--- src/rtl/imm_pkg.sv ---
// Shared immediate-format selectors and base opcodes for the decode stage.
// Control uses immSelFromInst to derive the selector fed to imm_gen_pipe.
package imm_pkg;

    localparam logic [2:0] IMM_NONE  = 3'd0;
    localparam logic [2:0] IMM_I     = 3'd1;
    localparam logic [2:0] IMM_B     = 3'd2;
    localparam logic [2:0] IMM_S     = 3'd3;
    localparam logic [2:0] IMM_U     = 3'd4;
    localparam logic [2:0] IMM_J     = 3'd5;
    localparam logic [2:0] IMM_SHAMT = 3'd6;
    localparam logic [2:0] IMM_ZIMM  = 3'd7;

    localparam logic [6:0] OPC_LOAD      = 7'b0000011;
    localparam logic [6:0] OPC_MISC_MEM  = 7'b0001111;
    localparam logic [6:0] OPC_OP_IMM    = 7'b0010011;
    localparam logic [6:0] OPC_AUIPC     = 7'b0010111;
    localparam logic [6:0] OPC_OP_IMM_32 = 7'b0011011;
    localparam logic [6:0] OPC_STORE     = 7'b0100011;
    localparam logic [6:0] OPC_OP        = 7'b0110011;
    localparam logic [6:0] OPC_LUI       = 7'b0110111;
    localparam logic [6:0] OPC_OP_32     = 7'b0111011;
    localparam logic [6:0] OPC_BRANCH    = 7'b1100011;
    localparam logic [6:0] OPC_JALR      = 7'b1100111;
    localparam logic [6:0] OPC_JAL       = 7'b1101111;
    localparam logic [6:0] OPC_SYSTEM    = 7'b1110011;

    // Shift-immediates (funct3 001/101) carry a shamt rather than a signed I immediate.
    function automatic logic [2:0] immSelFromInst(input logic [31:0] inst);
        logic [6:0] opcode;
        logic [2:0] funct3;
        logic [2:0] sel;
        opcode = inst[6:0];
        funct3 = inst[14:12];
        sel    = IMM_NONE;
        case (opcode)
            OPC_OP_IMM, OPC_OP_IMM_32: begin
                if (funct3 == 3'b001 || funct3 == 3'b101) begin
                    sel = IMM_SHAMT;
                end else begin
                    sel = IMM_I;
                end
            end
            OPC_LOAD, OPC_JALR: sel = IMM_I;
            OPC_STORE:          sel = IMM_S;
            OPC_BRANCH:         sel = IMM_B;
            OPC_LUI, OPC_AUIPC: sel = IMM_U;
            OPC_JAL:            sel = IMM_J;
            OPC_SYSTEM: begin
                if (funct3[2]) begin
                    sel = IMM_ZIMM;
                end
            end
            default:            sel = IMM_NONE;
        endcase
        return sel;
    endfunction

endpackage

--- src/rtl/imm_gen_core.sv ---
// Combinational immediate extraction for every RV32/RV64 base format.
// Shared with the execute-stage branch unit, so it holds no state.
module imm_gen_core
    import imm_pkg::*;
#(
    parameter int DATA_LENGTH = 32
) (
    input  logic [31:0]            inst,
    input  logic [2:0]             sel,
    output logic [DATA_LENGTH-1:0] imm
);

    // RV64 shifts use a 6-bit shamt; RV32 only 5.
    localparam int SHAMT_W = (DATA_LENGTH == 64) ? 6 : 5;

    logic unusedOpcode;
    assign unusedOpcode = ^inst[6:0];

    // Size-casting a signed value sign-extends to the output width.
    always_comb begin
        imm = '0;
        case (sel)
            IMM_NONE:  imm = '0;
            IMM_I:     imm = DATA_LENGTH'($signed(inst[31:20]));
            IMM_B:     imm = DATA_LENGTH'($signed({inst[31], inst[7], inst[30:25],
                                                   inst[11:8], 1'b0}));
            IMM_S:     imm = DATA_LENGTH'($signed({inst[31:25], inst[11:7]}));
            IMM_U:     imm = DATA_LENGTH'($signed({inst[31:12], 12'b0}));
            IMM_J:     imm = DATA_LENGTH'($signed({inst[31], inst[19:12], inst[20],
                                                   inst[30:21], 1'b0}));
            IMM_SHAMT: imm = DATA_LENGTH'(inst[20 +: SHAMT_W]);
            IMM_ZIMM:  imm = DATA_LENGTH'(inst[19:15]);
            default:   imm = '0;
        endcase
    end

endmodule

--- src/rtl/imm_gen_pipe.sv ---
// Decode-stage immediate generator: computes the immediate combinationally and
// registers it behind a 2-entry skid buffer so in_ready comes straight from a flop.
module imm_gen_pipe
    import imm_pkg::*;
#(
    parameter int DATA_LENGTH = 32,
    parameter int INST_LENGTH = 32,
    parameter int TAG_WIDTH   = 32
) (
    input  logic                   clk,
    input  logic                   rst,
    input  logic                   flush,
    input  logic                   in_valid,
    output logic                   in_ready,
    input  logic [INST_LENGTH-1:0] in_inst,
    input  logic [2:0]             in_sel,
    input  logic [TAG_WIDTH-1:0]   in_tag,
    output logic                   out_valid,
    input  logic                   out_ready,
    output logic [DATA_LENGTH-1:0] out_imm,
    output logic [TAG_WIDTH-1:0]   out_tag
);

    logic [DATA_LENGTH-1:0] genImm;
    logic                   mainValid;
    logic [DATA_LENGTH-1:0] mainImm;
    logic [TAG_WIDTH-1:0]   mainTag;
    logic                   skidValid;
    logic                   skidEmpty;
    logic [DATA_LENGTH-1:0] skidImm;
    logic [TAG_WIDTH-1:0]   skidTag;
    logic                   accept;
    logic                   consume;

    imm_gen_core #(
        .DATA_LENGTH(DATA_LENGTH)
    ) core (
        .inst(in_inst[31:0]),
        .sel (in_sel),
        .imm (genImm)
    );

    assign accept    = in_valid && skidEmpty;
    assign consume   = mainValid && out_ready;
    assign in_ready  = skidEmpty;
    assign out_valid = mainValid;
    assign out_imm   = mainImm;
    assign out_tag   = mainTag;

    // skidEmpty is kept as its own flop, always the complement of skidValid.
    always_ff @(posedge clk) begin
        if (rst) begin
            mainValid <= 1'b0;
            skidValid <= 1'b0;
            skidEmpty <= 1'b1;
            mainImm   <= '0;
            mainTag   <= '0;
        end else if (flush) begin
            mainValid <= 1'b0;
            skidValid <= 1'b0;
            skidEmpty <= 1'b1;
        end else if (!mainValid || consume) begin
            if (skidValid) begin
                mainValid <= 1'b1;
                mainImm   <= skidImm;
                mainTag   <= skidTag;
                skidValid <= 1'b0;
                skidEmpty <= 1'b1;
            end else begin
                mainValid <= accept;
                if (accept) begin
                    mainImm <= genImm;
                    mainTag <= in_tag;
                end
            end
        end else if (accept) begin
            skidValid <= 1'b1;
            skidEmpty <= 1'b0;
            skidImm   <= genImm;
            skidTag   <= in_tag;
        end
    end

endmodule

--- config.mk ---
export PLATFORM = sky130hd
export DESIGN_NAME = imm_gen_pipe
export DESIGN_NICKNAME = d
export VERILOG_FILES = /design/src/rtl/imm_pkg.sv /design/src/rtl/imm_gen_core.sv /design/src/rtl/imm_gen_pipe.sv
export SDC_FILE = /design/constraint.sdc
export NUM_CORES = 1
export LEC_CHECK = 0
export CAP_MARGIN = 20
export CORE_ASPECT_RATIO = 1.75
export CORE_UTILIZATION = 55
export CTS_CLUSTER_SIZE = 28
export DETAILED_ROUTE_END_ITERATION = 8
export PLACE_DENSITY = 0.86
export SLEW_MARGIN = 10
export SYNTH_ARGS = -nofsm -noshare
export SYNTH_HDL_FRONTEND = slang
export SYNTH_SLANG_ARGS = --single-unit
--- constraint.sdc ---
create_clock -name clk -period 8 [get_ports clk]
set_input_delay 1.6 -clock clk [delete_from_list [all_inputs] [get_ports clk]]
set_output_delay 1.6 -clock clk [all_outputs]
set_load 0.02 [all_outputs]
==> results.py, run 1 <==
metrics = {
    "logic_synthesis": {
        "synth_edf_count": 64,
        "synth_area_mm2": 0.00624,
        "synth_area_leaders": "edfxtp_1 31%, dfxtp_1 22%, mux2i_1 5.3%",
        "avgSynthCellArea_um2": 11.9,
        "synth_seq_cells": 131,
        "synthArstFlopShare": 0,
        "synth_most_common_cell": "dfxtp_1",
        "synth.yosys.seq_area_share": 0.523,
        "ys_types": 53,
        "ys_top_cells_by_count": "67 x dfxtp_1, 64 x edfxtp_1, 39 x a31oi_1",
        "synth_top_cell_by_area": "edfxtp_1",
        "ys.flop_type": "dfxtp_1",
        "synth_top_cell_area_share": 0.308,
        "netlist_instances": 524,
        "syn_nets": 596,
        "yosysWarnings": 0,
    },
    "power": {
        "p_per_area_mw_per_mm2": 218,
        "vdd_drop_max_mv": 0.179,
        "leakage_nw": 2.78,
    },
    "cts": {
        "hold_buffers": 0,
        "cts_max_level": 4,
        "insertion_delay_ns": 0.41,
        "clkTransAtPathRegs_ns": 0.06,
        "cts_buffer_depth": 2,
        "numCtsBuffers": 17,
        "tritoncts": "yes",
        "postCtsSetupBuffers": 0,
        "cts_num_sinks": 131,
        "root_buffer": "clkbuf_16",
        "post_cts_resized": 0,
    },
    "setup_path": {
        "critPathRequiredTime_ns": 8.05,
        "worstSetupPathType": "in2reg",
        "cp_max_fo": 33,
        "startpoint_type": "primary input",
        "cpPeakStageDelay_ns": 0.95,
        "crit_buf_inv": 2,
        "endpoint_kind": "flop",
        "worstPathCellList": "clkdlybuf4s50_1, nor2b_4, and4_2, buf_4",
        "critPathTopFamily": "simple AND/OR/NAND/NOR gates",
        "crit_slowest_cell": "and4_2",
        "arrival_ns": 4.23,
    },
    "floorplanning": {
        "die_area_mm2": 0.0118,
        "core_mm2": 0.0111,
        "die_w_um": 82.5,
        "die_h_um": 143,
        "initial_utilization": 0.562,
        "row_count": 51,
        "pin_count": 138,
    },
    "timing": {
        "setup_violations": 0,
        "finalCritPeriodShare": 0.522,
        "setup_tns_ns": 0,
        "worst_pin_slew_ns": 0.979,
        "fin_crit_ns": 4.18,
        "timing.fmax_ghz": 0.239,
        "slew_viol_final": 0,
        "rsz0062_at_grt": "false",
        "hold_viol": 0,
        "setup_slack_ns": 3.82,
        "slew_headroom": 0.347,
        "clock_skew_ns": 0.00690,
    },
    "run_status": {
        "outcome": "complete, no violations",
    },
    "route": {
        "drtAntennaViolNets": 0,
        "route.detailed.drc": 0,
        "dr.first_iter.drc_count": 263,
        "routed_wirelength_um": 16300,
        "vias": 5043,
        "routedWlPerCell_um": 21.4,
        "via_per_inst": 6.63,
        "firstDrtPassIters": 6,
    },
    "global_routing": {
        "grt_start_max_net_pins": 96,
        "overflow": 0,
        "grt_antenna_before_repair": 0,
        "track_usage": 0.281,
        "grt_pass1_vias": 4880,
        "grt_pass1_wl_um": 24600,
    },
    "final_layout": {
        "nets": 688,
        "syn2layout_area_growth_pct": 29.7,
        "postLayoutCellArea_mm2": 0.00809,
        "regArea_mm2": 0.00327,
        "layout-drive-gt1-share": 0.116,
        "fill_cells": 811,
        "multi_input_area_mm2": 0.00262,
        "antenna_cells": 0,
    },
    "run": {
        "drv_cap": 0,
    },
    "worst_hold_path": {
        "hp-class": "reg2reg",
    },
    "place": {
        "dp_hpwl_um": 10300,
        "place_ws_ns": 3.42,
        "io_buffers": 130,
        "post_dp_cell_area_mm2": 0.00744,
        "gp_congestion": 0.794,
    },
}
-- tightest hold or removal path, delay by kind of cell, from the launching register on --
family	cells	cell delay [ns]
AOI/OAI and AO/OA	2	0.16
DFF	1	0.31
-- registers in the layout, summed over array words and instances (netlist names) --
| register | flops |
|---|---|
| skidTag | 32 |
| skidImm | 32 |
| out_valid | 1 |
| in_ready | 1 |
| skidValid | 1 |
| out_tag | 32 |
| out_imm | 32 |
-- cell type report --
class | instances | area share
flip-flops and latches | 131 | 0.404
multi-input cells | 322 | 0.324
clock inverters | 14 | 0.0212
inverters | 3 | 0.00139
clock buffers | 18 | 0.0557
repair buffers | 141 | 0.173
well taps | 132 | 0.0204
-- layer usage --
| metal | vias up | wire (um) | track usage |
|---|---|---|---|
| met4 | 0 | 468 | 0.124 |
| met5 | - | 0 | 0 |
| met3 | 31 | 1060 | 0.0652 |
| met1 | 2466 | 5910 | 0.306 |
| met2 | 230 | 8830 | 0.502 |
| li1 | 2316 | - | - |
-- cells in the final DEF, fill, tap and decap left out, types with 14 or more instances in the layout --
cell type	n
clkdlybuf4s50_1	129
dfxtp_1	66
edfxtp_1	64
a31oi_1	39
a211oi_1	36
mux2i_1	33
nor2b_1	25
nand2_1	19
o311ai_0	19
clkbuf_16	18
nand4b_1	14
-- worst paths after layout --
path | start | end | slack, ns | cells past startpoint
worst max-delay path | out_ready | skidImm[2]$_DFFE_PP_ | 3.82 | 4
worst min-delay path | out_imm[13]$_SDFFE_PP0P_ | out_imm[13]$_SDFFE_PP0P_ | 0.51 | 2
worst max register to register | out_valid$_SDFFE_PP0P_ | skidImm[2]$_DFFE_PP_ | 5.07 | 3
worst min register to register | out_imm[13]$_SDFFE_PP0P_ | out_imm[13]$_SDFFE_PP0P_ | 0.51 | 2
-- stage by stage --
stage | total power [W] | std cells | util | hold WS, ns
5_1_grt | 0.00182 | 761 | 0.728 | 0.530
4_1_cts | 0.00177 | 760 | 0.726 | 0.511
2_1_floorplan | 0.000872 | 524 | - | 0.524
6_report | 0.00176 | 761 | 0.728 | 0.515
3_3_place_gp | 0.000961 | 728 | 0.670 | 0.489
3_5_place_dp | 0.000969 | 728 | 0.670 | 0.494
-- report_power, final --
group / switching, W / total, W / internal, W / leakage [nW]
registers: 0.0000116 / 0.000737 / 0.000725 / 1.13
clock network: 0.000295 / 0.000807 / 0.000512 / 0.303
logic: 0.000118 / 0.000220 / 0.000102 / 1.35
-- logic make-up after synthesis --
family / count (synthesis) / share of synthesized area
simple gates: 136 / 0.159
buf+inv: 71 / 0.0578
compound gates: 153 / 0.207
mux: 33 / 0.0530
flops: 131 / 0.523
Power figures use the tool's default switching activity.
==> run 2: changes to the inputs <==
CORE_UTILIZATION = 46   (was 55)
PLACE_DENSITY = 0.77   (was 0.86)
clock period = 3.45 ns   (was 8 ns; I/O delays follow)
==> results.py, run 2 (same netlist as run 1, synthesis figures left out) <==
metrics = {
    "power": {
        "leakage_nw": 2.76,
        "p_int_w": 0.00290,
        "seq_power_share": 0.443,
        "swShare": 0.249,
        "p_sw_w": 0.000959,
        "clkPwrFrac": 0.424,
        "p_per_area_mw_per_mm2": 477,
        "vdd_drop_max_mv": 0.340,
        "combPwrFrac": 0.133,
    },
    "timing": {
        "finalCritPeriodShare": 0.706,
        "timing.fmax_ghz": 0.411,
        "hold_viol": 0,
        "fin_crit_ns": 2.43,
        "setup_tns_ns": 0,
        "slew_headroom": 0.378,
        "rsz0062_at_grt": "false",
        "setup_slack_ns": 1.02,
        "clock_skew_ns": 0.0145,
        "slew_viol_final": 0,
        "worst_pin_slew_ns": 0.932,
        "setup_violations": 0,
        "worst_hold_slack_ns": 0.504,
    },
    "floorplanning": {
        "row_count": 55,
        "die_w_um": 90.0,
        "initial_utilization": 0.477,
        "die_h_um": 156,
        "pin_count": 138,
        "die_area_mm2": 0.0140,
        "core_mm2": 0.0131,
    },
    "route": {
        "drtAntennaViolNets": 0,
        "via_per_inst": 6.19,
        "firstDrtPassIters": 5,
        "dr.first_iter.drc_count": 277,
        "vias": 4973,
        "routedWlPerCell_um": 20.8,
        "routed_wirelength_um": 16800,
        "route.detailed.drc": 0,
    },
    "final_layout": {
        "stdcell_count": 804,
        "layout_commonest_cell": "clkdlybuf4s50_1",
        "layout-drive-gt1-share": 0.120,
        "syn2layout_area_growth_pct": 29.7,
        "antenna_cells": 0,
        "postLayoutCellArea_mm2": 0.00809,
        "nets": 692,
        "most-common-layout-cells": "129 x clkdlybuf4s50_1, 66 x dfxtp_1, 64 x edfxtp_1",
    },
    "setup_path": {
        "arrival_ns": 2.74,
        "worstSetupPathType": "in2reg",
        "reg2reg_from": "skidValid$_SDFFE_PP0P_",
        "cp_max_fo": 22,
        "r2r-end": "out_imm[14]$_SDFFE_PP0P_",
        "endpoint_kind": "flop",
        "rrSetupSlack_ns": 1.21,
        "startpoint_type": "primary input",
        "reg2regPathDepth": 3,
        "critPathRequiredTime_ns": 3.76,
    },
    "cts": {
        "post_cts_resized": 0,
        "tritoncts": "yes",
        "numCtsBuffers": 17,
        "hold_buffers": 0,
        "insertion_delay_ns": 0.41,
        "cts_max_level": 4,
        "postCtsSetupBuffers": 0,
        "root_buffer": "clkbuf_16",
        "cts_num_sinks": 131,
        "clkTransAtPathRegs_ns": 0.06,
        "cts_buffer_depth": 2,
    },
    "place": {
        "gp_congestion": 0.811,
        "post_dp_cell_area_mm2": 0.00754,
        "placed_cells": 772,
        "io_buffers": 130,
        "dp_hpwl_um": 11100,
        "place_ws_ns": 0.567,
    },
    "worst_hold_path": {
        "hp-class": "reg2reg",
        "hold_start": "out_imm[15]$_SDFFE_PP0P_",
        "hold_path_depth": 2,
        "hold_path_end": "out_imm[15]$_SDFFE_PP0P_",
    },
    "run_status": {
        "outcome": "complete, no violations",
    },
    "global_routing": {
        "overflow": 0,
        "grt_pass1_wl_um": 26800,
        "grt_start_max_net_pins": 50,
        "grt_pass1_vias": 5121,
        "track_usage": 0.242,
        "grt_antenna_before_repair": 0,
    },
    "run": {
        "drv_cap": 0,
    },
}
[run 2: cell count changes in the layout (fill, tap and decap cells not counted), moves of 2 or more]
cell / change
inv_6: -3
clkinv_4: +2
clkbuf_8: +3
buf_4: +4
bufinv_16: -3
inv_4: -2
clkinvlp_4: +2
[run 2: layer usage]
layer,vias to the layer above,part of all wire,GRT usage,wire length [um]
met5,-,0,0,0
met4,0,0.033,0.107,558
met3,34,0.047,0.0482,795
met2,174,0.53,0.447,8950
met1,2448,0.38,0.267,6450
li1,2317,-,-,-
[run 2: critical path: stages]
cell	delay (ns)
clkdlybuf4s50_1	0.61
and3b_1	0.92
a2111oi_0	0.20
o41ai_2	0.31
[run 2: worst max-delay path by stage]
stage,from,to,slack [ns]
floorplan,out_ready,skidImm[0]$_DFFE_PP_,0.17
global placement,flush,out_tag[20]$_SDFFE_PP0P_,0.64
detailed placement,flush,out_tag[6]$_SDFFE_PP0P_,0.57
CTS,flush,out_tag[6]$_SDFFE_PP0P_,1.02
global route,flush,out_tag[26]$_SDFFE_PP0P_,0.85
finish,in_sel[2],out_imm[22]$_SDFFE_PP0P_,1.02
[run 2: area by class of cell]
cell class              instances  area (um^2)
flip-flops and latches        131         3270
multi-input cells             322         2620
repair buffers                145         1420
inverters                       3         11.3
fillers                      1061         4990
well taps                     171          214
clock inverters                11         80.1
clock buffers                  21          470
[run 2: power by group through the flow]
stage | logic, W | registers (W) | clock network (W)
6_report | 0.000513 | 0.00171 | 0.00163
5_1_grt | 0.000548 | 0.00171 | 0.00174
4_1_cts | 0.000514 | 0.00171 | 0.00167
3_5_place_dp | 0.000512 | 0.00174 | 0
3_3_place_gp | 0.000498 | 0.00174 | 0
2_1_floorplan | 0.000230 | 0.00179 | 0
[run 2: metrics by stage]
step                power [W]   util
floorplan             0.00202      -
CTS                   0.00389  0.618
finish                0.00385  0.618
global placement      0.00224  0.576
detailed placement    0.00225  0.576
global route          0.00400  0.618
